## src/rtl/sound_gen.sv

```systemverilog
// sound_gen: square-wave audio generator driven by a memory-mapped half-period
// register. Writing a non-zero half-period P starts a tone of period 2*P clk
// cycles; writing 0 silences it. Writes made while a tone is playing are held
// pending and take effect only at the next half-cycle boundary, so the
// waveform never glitches or shortens a half-cycle.
//
// Optional feature: define SOUND_MUTE_EN to make bit wordsize-1 of each write
// a mute flag that gates audPWM/audEn immediately while the tone keeps
// running in the background.
module sound_gen #(
    parameter int wordsize = 32,
    parameter int PERIOD_W = 20
) (
    input  logic                clk,
    input  logic                reset,
    input  logic                sound_wr,
    input  logic [wordsize-1:0] cpu_writedata,
    output logic                audPWM,
    output logic                audEn
);

    typedef enum logic {
        SILENT = 1'b0,
        TONE   = 1'b1
    } state_t;

    state_t              state_q, state_d;
    logic [PERIOD_W-1:0] p_q, p_d;
    logic [PERIOD_W-1:0] n_q, n_d;
    logic [PERIOD_W-1:0] cnt_q, cnt_d;
    logic                valid_q, valid_d;
    logic                pwm_q, pwm_d;
    logic [PERIOD_W-1:0] wr_val;
    logic [PERIOD_W-1:0] next_p;
    logic                boundary;
    logic                unused_upper;

    assign wr_val       = cpu_writedata[PERIOD_W-1:0];
    assign unused_upper = ^cpu_writedata[wordsize-1:PERIOD_W];
    assign boundary     = (state_q == TONE) && (cnt_q == (p_q - PERIOD_W'(1)));

    // State and datapath registers; reset wins over any same-cycle write.
    always_ff @(posedge clk) begin
        if (reset) begin
            state_q <= SILENT;
            p_q     <= '0;
            n_q     <= '0;
            cnt_q   <= '0;
            valid_q <= 1'b0;
            pwm_q   <= 1'b0;
        end else begin
            state_q <= state_d;
            p_q     <= p_d;
            n_q     <= n_d;
            cnt_q   <= cnt_d;
            valid_q <= valid_d;
            pwm_q   <= pwm_d;
        end
    end

    // Next-state logic: immediate load when silent, deferred update when
    // playing. A write coinciding with a boundary bypasses the pending slot.
    always_comb begin
        state_d = state_q;
        p_d     = p_q;
        n_d     = n_q;
        cnt_d   = cnt_q;
        valid_d = valid_q;
        pwm_d   = pwm_q;
        next_p  = p_q;
        case (state_q)
            SILENT: begin
                if (sound_wr) begin
                    p_d     = wr_val;
                    cnt_d   = '0;
                    pwm_d   = 1'b0;
                    valid_d = 1'b0;
                    state_d = (wr_val != '0) ? TONE : SILENT;
                end
            end
            TONE: begin
                if (boundary) begin
                    cnt_d   = '0;
                    valid_d = 1'b0;
                    if (sound_wr) begin
                        next_p = wr_val;
                    end else if (valid_q) begin
                        next_p = n_q;
                    end
                    p_d = next_p;
                    if (next_p == '0) begin
                        pwm_d   = 1'b0;
                        state_d = SILENT;
                    end else begin
                        pwm_d = ~pwm_q;
                    end
                end else begin
                    cnt_d = cnt_q + PERIOD_W'(1);
                    if (sound_wr) begin
                        n_d     = wr_val;
                        valid_d = 1'b1;
                    end
                end
            end
            default: state_d = SILENT;
        endcase
    end

`ifdef SOUND_MUTE_EN
    logic mute_q;

    // Mute flag follows the top data bit of every write, independent of boundaries.
    always_ff @(posedge clk) begin
        if (reset) begin
            mute_q <= 1'b0;
        end else if (sound_wr) begin
            mute_q <= cpu_writedata[wordsize-1];
        end
    end

    assign audPWM = pwm_q & ~mute_q;
    assign audEn  = (state_q == TONE) & ~mute_q;
`else
    assign audPWM = pwm_q;
    assign audEn  = (state_q == TONE);
`endif

endmodule

```

## config.mk

```make
export PLATFORM = sky130hd
export DESIGN_NAME = sound_gen
export DESIGN_NICKNAME = d
export VERILOG_FILES = /design/src/rtl/sound_gen.sv
export SDC_FILE = /design/constraint.sdc
export NUM_CORES = 1
export LEC_CHECK = 0
export CORE_MARGIN = 1.5
export CORE_UTILIZATION = 53
export DETAILED_ROUTE_END_ITERATION = 8
export HOLD_SLACK_MARGIN = 0.02
export MAX_ROUTING_LAYER = met4
export PLACE_DENSITY = 0.74
export SYNTH_ARGS = -nofsm -noshare
export SYNTH_HDL_FRONTEND = slang
export SYNTH_SLANG_ARGS = --single-unit
```

## constraint.sdc

```tcl
create_clock -name clk -period 9 [get_ports clk]
set_input_delay 2.25 -clock clk [delete_from_list [all_inputs] [get_ports clk]]
set_output_delay 2.25 -clock clk [all_outputs]
set_load 0.05 [all_outputs]
```

* Word-level counts from Yosys, hierarchy flattened *
Cells that the tools add are included.

storage, ports and cells
  flip-flop bits (word level) = 63
  word-level logic and storage cells = 43
  output and inout bits = 2
  input bits = 35

cells by class
  reductions and logical operators = 6
  add/sub/neg operators = 2
  multiplexer cells = 22
  equality and inequality tests = 4
  bitwise operators = 3

operators with widths
  operator                 count
  $mux W20                 8
  $pmux W20 S2             2
  $add A20 B1 Y20 const B  1
  $eq A20 B20 Y1           1
  $logic_not A20 Y1        1
  $reduce_bool A20 Y1      1
  $sub A20 B1 Y20 const B  1
  $mux W1                  9
  $pmux W1 S2              3
  $reduce_and A2 Y1        2
  $ne A3 B2 Y1 const B     1
  $not A1 Y1               3
  $reduce_and A3 Y1        1
  $ne A2 B1 Y1 const B     1
  $ne A2 B2 Y1 const B     1
  $logic_and A1 B1 Y1      1

* Logic depth before layout (Yosys ltp) *
Gate-level depths: netlist of run 1.

  depth in word-level cells = 9
  mapped depth = 12
  gate-level depth less buffers = 9

* Worst setup path after synthesis of run 1 *
OpenSTA, ideal clock, no wires.

  path kind = input to register
  start point = in sound_wr
  end point = reg pwm_q, in the netlist audPWM
  path buffers = 2
  arrival time = 3.751 ns
  setup slack = 5.128 ns
  stages on the path = 8
  required time = 8.879 ns
  library setup time = 0.121 ns
  cells stage by stage = clkbuf_1 -> clkbuf_1 -> o21ai_0 -> nor4_1 -> nand4_1 -> nor3_1 -> nor3_1 -> mux2_2

on the way
  longest elaborated chain between the ends = 7
  elaborated cells between the ends (all ways) = 9
  those cells by class = 1 x eq/ne; 6 x mux; 2 x reduce/logical

RTL lines
  item                    RTL line  source
  start: declaration      16        input logic sound_wr,
  $mux W20                85        if (sound_wr) begin
  $mux W20                82        if (boundary) begin
  $mux W20                71        case (state_q)
  $logic_not A20 Y1       91        if (next_p == '0) begin
  $mux W1                 91
  $mux W1                 82
  $pmux W1 S2             71
  end signal: assignment  57        pwm_q <= pwm_d;
  end: declaration        32        logic pwm_q, pwm_d;

Several ways; a longest one is shown, not always the timed one. The select of a mux whose other input is x is not followed.
A chain may end at the register's enable or synchronous reset.

* Final worst setup path of run 1 *
  start point = in sound_wr
  end point = reg p_q[19]

on the way
  longest elaborated chain between the ends = 5
  elaborated cells between the ends (all ways) = 7
  those cells by class = 1 x eq/ne; 5 x mux; 1 x reduce/logical

RTL lines
  item                    RTL line  source
  $mux W20                85
  $mux W20                82
  $mux W20                71
  $mux W20                82
  $pmux W20 S2            71
  end signal: assignment  53        p_q <= p_d;
  end: declaration        28        logic [PERIOD_W-1:0] p_q, p_d;

Several ways; a longest one is shown, not always the timed one. The select of a mux whose other input is x is not followed.

==> impl_metrics.json, run 1 <==
{
  "dominantRegCellSynth": "dfxtp_1",
  "p_switching_uw": 241,
  "worstPathRequired_ns": 9.19,
  "netlist_instances": 538,
  "post-route-period-util": 0.580,
  "wl_per_cell_um": 18.6,
  "die_x_um": 95.8,
  "synth_edf_count": 0,
  "hpwl_um": 8340,
  "whs_ns": 0.474,
  "ios": 37,
  "fin_area_um2": 4910,
  "cellPowerDensity_nw_per_um2": 149,
  "first_global_vias": 3931,
  "ys_types": 66,
  "overflow": 0,
  "maxCapViolCount": 0,
  "routed_wl_um": 11900,
  "clkSinkCount": 63,
  "placedInstanceArea_um2": 4720,
  "drc": 0,
  "cts_hold_buf": 0,
  "cts_htree_levels": 3,
  "clkTransAtPathRegs_ns": 0.07,
  "num-fill-cells": 784,
  "detail_route.first_pass.iterations": 5,
  "hold_viol_final": 0,
  "setup_tns_ns": 0,
  "finalSetupViolCount": 0,
  "diodes": 0,
  "syn_to_final_growth_pct": 7.68,
  "arrival_ns": 5.40,
  "grt_setup_unrepaired": "no",
  "multiInputGateArea_um2": 3050,
  "slew_viol_final": 0,
  "yosysSeqAreaShare": 0.276,
  "clk_latency_ns": 0.35,
  "vias": 4127,
  "place.gp.congestion": 0.928,
  "start_util": 0.553,
  "fmax_ghz": 0.192,
  "antenna_found_initial": 0,
  "ant_nets": 0,
  "post_cts_buffers": 0,
  "worstSetupPathType": "input port to flop",
  "worst_slew_pin_slew_ns": 1.25,
  "intPower_uw": 492,
  "fin_worst_skew_ns": 0.00836,
  "grt_max_degree": 99,
  "cts_made_buffers": 9,
  "synth_nets": 575,
  "vias_per_cell": 6.48,
  "p_total_uw": 733,
  "fin_crit_ns": 5.22,
  "seqCellArea_um2": 1260,
  "seq_power_share": 0.423,
  "yosysTopAreaCell": "dfxtp_1",
  "layout-drive-gt1-share": 0.0771,
  "switching_share": 0.329,
  "fin_nets": 564,
  "relSlewSlack": 0.167,
  "status": "finished clean",
  "cts_tree": "yes",
  "dr.first_iter.drc_count": 302,
  "end_kind": "flop",
  "combPwrFrac": 0.242,
  "port_buffers": 24,
  "cts-root-buf": "clkbuf_8",
  "worstHoldPathType": "flop to flop",
  "cts_resized": 0,
  "ir_drop_uv": 129,
  "die_h_um": 95.8,
  "synth_area_leaders": "dfxtp_1 (28%), mux2i_1 (11%), nand2b_1 (5.8%)",
  "synth_top_area_frac": 0.276,
  "yosysWarnings": 0,
  "die_area_um2": 9180,
  "p_clk_frac": 0.335,
  "cp-start-kind": "input port",
  "cts_buffer_depth": 2,
  "grt_pass1_wl_um": 19300,
  "async_flop_share": 0,
  "cp_max_fo": 29,
  "netlist_area_um2": 4560,
  "grt_usage": 0.281,
  "core_region_area_um2": 8260,
  "syn_area_per_cell_um2": 8.48,
  "row_count": 33,
  "leakagePower_uw": 0.00165,
  "synth_seq_cells": 63
}
layout by cell type (no fill, tap or decap), types with 3 or more instances in the layout:
cell type | synthesis | final
a2111oi_0 | 3 | 3
a2111oi_4 | 3 | 3
a211oi_1 | 20 | 20
a21oi_1 | 5 | 5
a31oi_1 | 15 | 15
and3_1 | 7 | 7
and4_1 | 3 | 3
buf_4 | 1 | 3
clkbuf_8 | 0 | 9
clkdlybuf4s50_1 | 0 | 23
clkinv_2 | 0 | 3
dfxtp_1 | 63 | 62
inv_1 | 5 | 5
mux2_2 | 7 | 7
mux2i_1 | 52 | 52
nand2_1 | 35 | 35
nand2b_1 | 42 | 42
nand3_1 | 7 | 7
nand4_1 | 11 | 11
nand4b_1 | 11 | 11
nor2_1 | 20 | 20
nor2b_1 | 4 | 4
nor3_1 | 26 | 26
nor3b_1 | 5 | 5
nor4_1 | 26 | 26
o211ai_1 | 7 | 7
o21ai_0 | 17 | 17
o311ai_0 | 5 | 5
or3_1 | 4 | 4
xnor2_1 | 22 | 22
xor2_1 | 21 | 21
metal layers:
layer  vias up  global-route usage  wire length, um
li1       1986                   -                -
met1      1979               0.357             5430
met2       131               0.446             5550
met3        31              0.0450              590
met4         0               0.107              282
met5         -                   -                0
power by group through the flow:
stage / sequential (uW) / clock (uW) / combinational (uW)
3_5_place_dp: 316 / 0 / 174
3_3_place_gp: 315 / 0 / 170
4_1_cts: 309 / 249 / 176
2_1_floorplan: 304 / 0 / 143
6_report: 310 / 246 / 177
5_1_grt: 312 / 261 / 192
critical path: stages:
cell             delay [ns]
clkdlybuf4s50_1        1.09
inv_2                  0.36
nor2_1                 0.74
a21o_1                 0.78
a211oi_1               0.17
logic make-up after synthesis:
| family | after synthesis | share of synthesized area |
|---|---|---|
| adder cells (fa/ha/maj) | 2 | 0.00548 |
| XOR/XNOR | 43 | 0.0825 |
| multiplexers | 59 | 0.131 |
| buffers and inverters | 55 | 0.0551 |
| AO/OA/AOI/OAI | 96 | 0.162 |
| AND/OR/NAND/NOR | 220 | 0.287 |
| flip-flops | 63 | 0.276 |
cell usage after synthesis, drive strengths merged, types with 11 or more instances:
cell type and number:
nand2 35, clkbuf 34, xor2 21, nand4 13, dfxtp 63, nor4 26, a31oi 15, buf 15
nand4b 11, nor3 27, o21ai 17, nand2b 42, a211oi 20, nor2 21, xnor2 22, mux2i 52
sequential cells by signal, summed over array words and instances, names as in the netlist:
register  cells
audEn         1
valid_q       1
cnt_q        20
audPWM        1
n_q          20
p_q          20
final timing paths:
path | slack [ns] | cells after the start | start | end
max reg2reg | 4.86 | 9 | p_q[0]$_SDFFE_PP0P_ | n_q[12]$_SDFFE_PP0P_
min | 0.47 | 2 | n_q[18]$_SDFFE_PP0P_ | n_q[18]$_SDFFE_PP0P_
min reg2reg | 0.47 | 2 | n_q[18]$_SDFFE_PP0P_ | n_q[18]$_SDFFE_PP0P_
max | 3.78 | 5 | sound_wr | p_q[19]$_SDFFE_PP0P_
stage by stage:
step / util / setup slack (ns) / instances
6_report: 0.595 / 3.78 / 637
5_1_grt: 0.595 / 3.57 / 637
4_1_cts: 0.595 / 3.87 / 637
3_5_place_dp: 0.572 / 3.49 / 621
3_3_place_gp: 0.572 / 3.56 / 621
2_1_floorplan: - / 5.13 / 538
cell type report:
cell class | count | area share
Multi-Input combinational cell | 420 | 0.621
Sequential cell | 63 | 0.257
Timing Repair Buffer | 27 | 0.0525
Tap cell | 105 | 0.0267
Clock buffer | 10 | 0.0260
Clock inverter | 6 | 0.0125
Inverter | 6 | 0.00458
Note: power is estimated with default switching activity, not from simulation.
==> run 2: changes to the inputs <==
PLACE_DENSITY = 0.77   (was 0.74)
clock period = 4.25 ns   (was 9 ns; I/O delays follow)
==> impl_metrics.json, run 2 (synthesis gave the netlist of run 1 again) <==
{
  "status": "finished clean",
  "vias": 4152,
  "leakagePower_uw": 0.00168,
  "first_global_vias": 3885,
  "grt_pass1_wl_um": 20100,
  "hpwl_um": 8550,
  "start_util": 0.553,
  "worstSetupPathType": "flop to flop",
  "fin_area_um2": 4970,
  "worstPathRequired_ns": 4.52,
  "overflow": 0,
  "top_regs": "cnt_q x20, n_q x20, p_q x20",
  "fin_crit_ns": 3.65,
  "grt_setup_unrepaired": "no",
  "cts_resized": 0,
  "row_count": 33,
  "fin_nets": 569,
  "end_kind": "flop",
  "clkTransAtPathRegs_ns": 0.07,
  "post-route-period-util": 0.858,
  "antenna_found_initial": 0,
  "postLayoutSetupSlackWorst_ns": 0.604,
  "cts-root-buf": "clkbuf_8",
  "detail_route.first_pass.iterations": 5,
  "ant_nets": 0,
  "cts_hold_buf": 0,
  "hold_viol_final": 0,
  "cts_htree_levels": 3,
  "pre_cts_slack_ns": 0.665,
  "place.gp.congestion": 0.976,
  "layout_common_cells": "dfxtp_1 (63), mux2i_1 (52), nand2b_1 (42), nand2_1 (35)",
  "cts_tree": "yes",
  "layout_commonest_cell": "dfxtp_1",
  "clk_latency_ns": 0.35,
  "cellPowerDensity_nw_per_um2": 326,
  "setup_tns_ns": 0,
  "routed_wl_um": 12200,
  "cp_max_fo": 20,
  "arrival_ns": 3.91,
  "die_area_um2": 9180,
  "core_region_area_um2": 8260,
  "port_buffers": 24,
  "layout-drive-gt1-share": 0.0782,
  "die_h_um": 95.8,
  "syn_to_final_growth_pct": 8.86,
  "relSlewSlack": 0.117,
  "die_x_um": 95.8,
  "maxCapViolCount": 0,
  "ir_drop_uv": 200,
  "grt_usage": 0.293,
  "worst_slew_pin_slew_ns": 1.32,
  "clkSinkCount": 63,
  "placedInstanceArea_um2": 4760,
  "dr.first_iter.drc_count": 355,
  "cts_made_buffers": 9,
  "wl_per_cell_um": 19.0,
  "vias_per_cell": 6.47,
  "cts_buffer_depth": 2,
  "slew_viol_final": 0,
  "worstHoldPathType": "flop to flop",
  "finalSetupViolCount": 0,
  "fin_worst_skew_ns": 0.00904,
  "cp-start-kind": "flop",
  "diodes": 0,
  "ios": 37,
  "drc": 0,
  "grt_max_degree": 72,
  "post_cts_buffers": 0,
  "fmax_ghz": 0.274
}
[run 2: worst paths after layout]
check | from | endpoint | slack [ns] | cells after the start
setup / recovery | p_q[0]$_SDFFE_PP0P_ | n_q[3]$_SDFFE_PP0P_ | 0.60 | 9
hold reg to reg | n_q[1]$_SDFFE_PP0P_ | n_q[1]$_SDFFE_PP0P_ | 0.47 | 2
hold / removal | n_q[1]$_SDFFE_PP0P_ | n_q[1]$_SDFFE_PP0P_ | 0.47 | 2
setup reg to reg | p_q[0]$_SDFFE_PP0P_ | n_q[3]$_SDFFE_PP0P_ | 0.60 | 9
[run 2: worst max-delay path, stage by stage (launching register included)]
cell,delay [ns]
dfxtp_1,0.39
inv_1,0.09
ha_1,0.26
or4b_4,0.53
o311ai_0,0.34
o41ai_1,0.16
o2bb2a_1,0.34
nand4_2,0.10
and3_1,1.05
mux2i_1,0.28
[run 2: layout make-up]
class / count / area (um2)
multi-input combinational: 420 / 3050
clock inverter: 3 / 67.6
clock buffer: 13 / 139
inverter: 6 / 22.5
sequential: 63 / 1260
tap: 105 / 131
fill: 728 / 3290
timing repair buffer: 32 / 295
[run 2: layer usage]
layer / share of wire / vias up / track usage
li1: - / 1995 / -
met1: 0.44 / 1965 / 0.366
met2: 0.47 / 162 / 0.456
met3: 0.058 / 30 / 0.0687
met4: 0.030 / 0 / 0.114
met5: 0 / - / -
[run 2: power by group]
group | total [uW] | internal, uW | switching, uW
sequential | 657 | 615 | 42.6
clock | 582 | 332 | 250
combinational | 381 | 161 | 220
[run 2: per-stage QoR]
step	hold WS, ns	power [uW]	cells	utilization
after global placement	0.461	1030	626	0.577
after detailed placement	0.465	1040	626	0.577
final	0.472	1620	642	0.602
after global routing	0.491	1690	642	0.602
after CTS	0.475	1610	642	0.602
after floorplan	0.445	946	538	-
==> run 3: changes to the inputs <==
CELL_PAD_IN_SITES_DETAIL_PLACEMENT = 1   (was not set)
CELL_PAD_IN_SITES_GLOBAL_PLACEMENT = 2   (was not set)
CORE_UTILIZATION = 36   (was 53)
PLACE_DENSITY = not set   (was 0.77)
PLACE_DENSITY_LB_ADDON = 0.1   (was not set)
clock period = 3.9 ns   (was 4.25 ns; I/O delays follow)
==> impl_metrics.json, run 3 (synthesis gave the netlist of run 1 again) <==
{
  "worstHoldPathType": "flop to flop",
  "arrival_ns": 3.69,
  "p_total_uw": 2030,
  "routedLengthMet1_um": 6770,
  "diodes": 0,
  "met2_length_um": 7000,
  "cp_max_fo": 20,
  "syn_to_final_growth_pct": 14.4,
  "grt_usage": 0.244,
  "hpwl_um": 10700,
  "drc": 0,
  "finalSetupViolCount": 0,
  "first_global_vias": 4238,
  "overflow": 0,
  "die_x_um": 116,
  "cts_made_buffers": 9,
  "path_cells": "inv_1 > ha_1 > nor4b_2 > nand4_1 > a22o_1 > nor4_1 > nand4_2 > and3_1 > buf_4 > mux2i_1",
  "row_count": 40,
  "ant_nets": 0,
  "layout-drive-gt1-share": 0.0958,
  "start_util": 0.374,
  "crit_slowest_cell": "nor4b_2",
  "p_switching_uw": 607,
  "layout_commonest_cell": "dfxtp_1",
  "seq_power_share": 0.356,
  "clk_latency_ns": 0.34,
  "fmax_ghz": 0.287,
  "fin_crit_ns": 3.48,
  "num-fill-cells": 1462,
  "core_region_area_um2": 12200,
  "cts_resized": 0,
  "ir_drop_uv": 215,
  "dr.first_iter.drc_count": 192,
  "wl_met3_um": 759,
  "slowest_delay_ns": 0.53,
  "cellPowerDensity_nw_per_um2": 390,
  "grt_setup_unrepaired": "no",
  "cts-root-buf": "clkbuf_16",
  "hold_viol_final": 0,
  "detail_route.first_pass.iterations": 4,
  "worstPathRequired_ns": 4.11,
  "port_buffers": 24,
  "ios": 37,
  "fin_nets": 576,
  "switching_share": 0.299,
  "critPathBufInv": 2,
  "end_kind": "flop",
  "intPower_uw": 1430,
  "cp-start-kind": "flop",
  "antenna_found_initial": 0,
  "place.gp.congestion": 0.838,
  "layout_common_cells": "dfxtp_1 (62), mux2i_1 (52), nand2b_1 (42), nand2_1 (35)",
  "worst_slew_pin_slew_ns": 0.813,
  "leakagePower_uw": 0.00177,
  "vias_per_cell": 5.81,
  "wl_per_cell_um": 20.6,
  "cts_tree": "yes",
  "vias": 4133,
  "routed_wl_um": 14700,
  "post-route-period-util": 0.892,
  "cts_hold_buf": 0,
  "cts_buffer_depth": 2,
  "grt_max_degree": 54,
  "crit_family": "simple AND/OR/NAND/NOR gates",
  "relSlewSlack": 0.456,
  "combPwrFrac": 0.213,
  "die_area_um2": 13400,
  "status": "finished clean",
  "slew_viol_final": 0,
  "clkSinkCount": 63,
  "grt_pass1_wl_um": 24000,
  "cts_htree_levels": 3,
  "worstSetupPathType": "flop to flop",
  "p_clk_frac": 0.431,
  "setup_tns_ns": 0,
  "clkTransAtPathRegs_ns": 0.06,
  "fin_worst_skew_ns": 0.00719,
  "dr.max_layer_used": "met4",
  "top_regs": "cnt_q x20, n_q x20, p_q x20",
  "post_cts_buffers": 0,
  "die_h_um": 116,
  "maxCapViolCount": 0
}
run 3: changes by cell type in the layout (fill, tap and decap cells not counted), moves of 2 or more:
cell / delta
buf_4: +6
clkbuf_1: -3
clkbuf_16: +9
clkbuf_8: -8
clkinv_2: +2
run 3: per-stage QoR:
step | std cells | instance area [um2] | setup WS (ns) | util | hold WS, ns
2_1_floorplan | 538 | 4560 | 1.04 | - | 0.445
3_5_place_dp | 696 | 4910 | 0.370 | 0.402 | 0.467
4_1_cts | 711 | 5220 | 0.494 | 0.427 | 0.477
5_1_grt | 711 | 5220 | 0.194 | 0.427 | 0.494
3_3_place_gp | 696 | 4910 | 0.451 | 0.402 | 0.462
6_report | 711 | 5220 | 0.420 | 0.427 | 0.473
run 3: cell type report:
cell class / instances / area, um2 / area share
Clock buffer: 11 / 243 / 0.0465
Clock inverter: 4 / 70.1 / 0.0134
Inverter: 6 / 22.5 / 0.00432
Multi-Input combinational cell: 420 / 3050 / 0.585
Sequential cell: 63 / 1260 / 0.242
Tap cell: 168 / 210 / 0.0403
Timing Repair Buffer: 39 / 360 / 0.0690
run 3: final timing paths:
| kind | start | end | slack, ns | cells after the start |
|---|---|---|---|---|
| worst min register to register | n_q[14]$_SDFFE_PP0P_ | n_q[14]$_SDFFE_PP0P_ | 0.47 | 2 |
| worst max-delay path | p_q[0]$_SDFFE_PP0P_ | n_q[7]$_SDFFE_PP0P_ | 0.42 | 10 |
| worst max register to register | p_q[0]$_SDFFE_PP0P_ | n_q[7]$_SDFFE_PP0P_ | 0.42 | 10 |
| worst min-delay path | n_q[14]$_SDFFE_PP0P_ | n_q[14]$_SDFFE_PP0P_ | 0.47 | 2 |
run 3: per-layer routing:
layer,vias up,GRT usage
met3,10,0.0560
met2,80,0.387
met5,-,-
met1,2031,0.316
met4,0,0.0584
li1,2012,-
run 3: worst min-delay path, delay by kind of cell, from the launching register on:
| family | cells | cell delay [ns] |
|---|---|---|
| flops | 1 | 0.30 |
| simple gates | 1 | 0.06 |
| mux | 1 | 0.06 |
run 3: power groups by stage:
stage          registers [uW]  logic [uW]  clock network, uW
2_1_floorplan             701         330                  0
3_3_place_gp              736         421                  0
3_5_place_dp              737         427                  0
4_1_cts                   723         433                897
5_1_grt                   728         472                926
6_report                  724         433                877
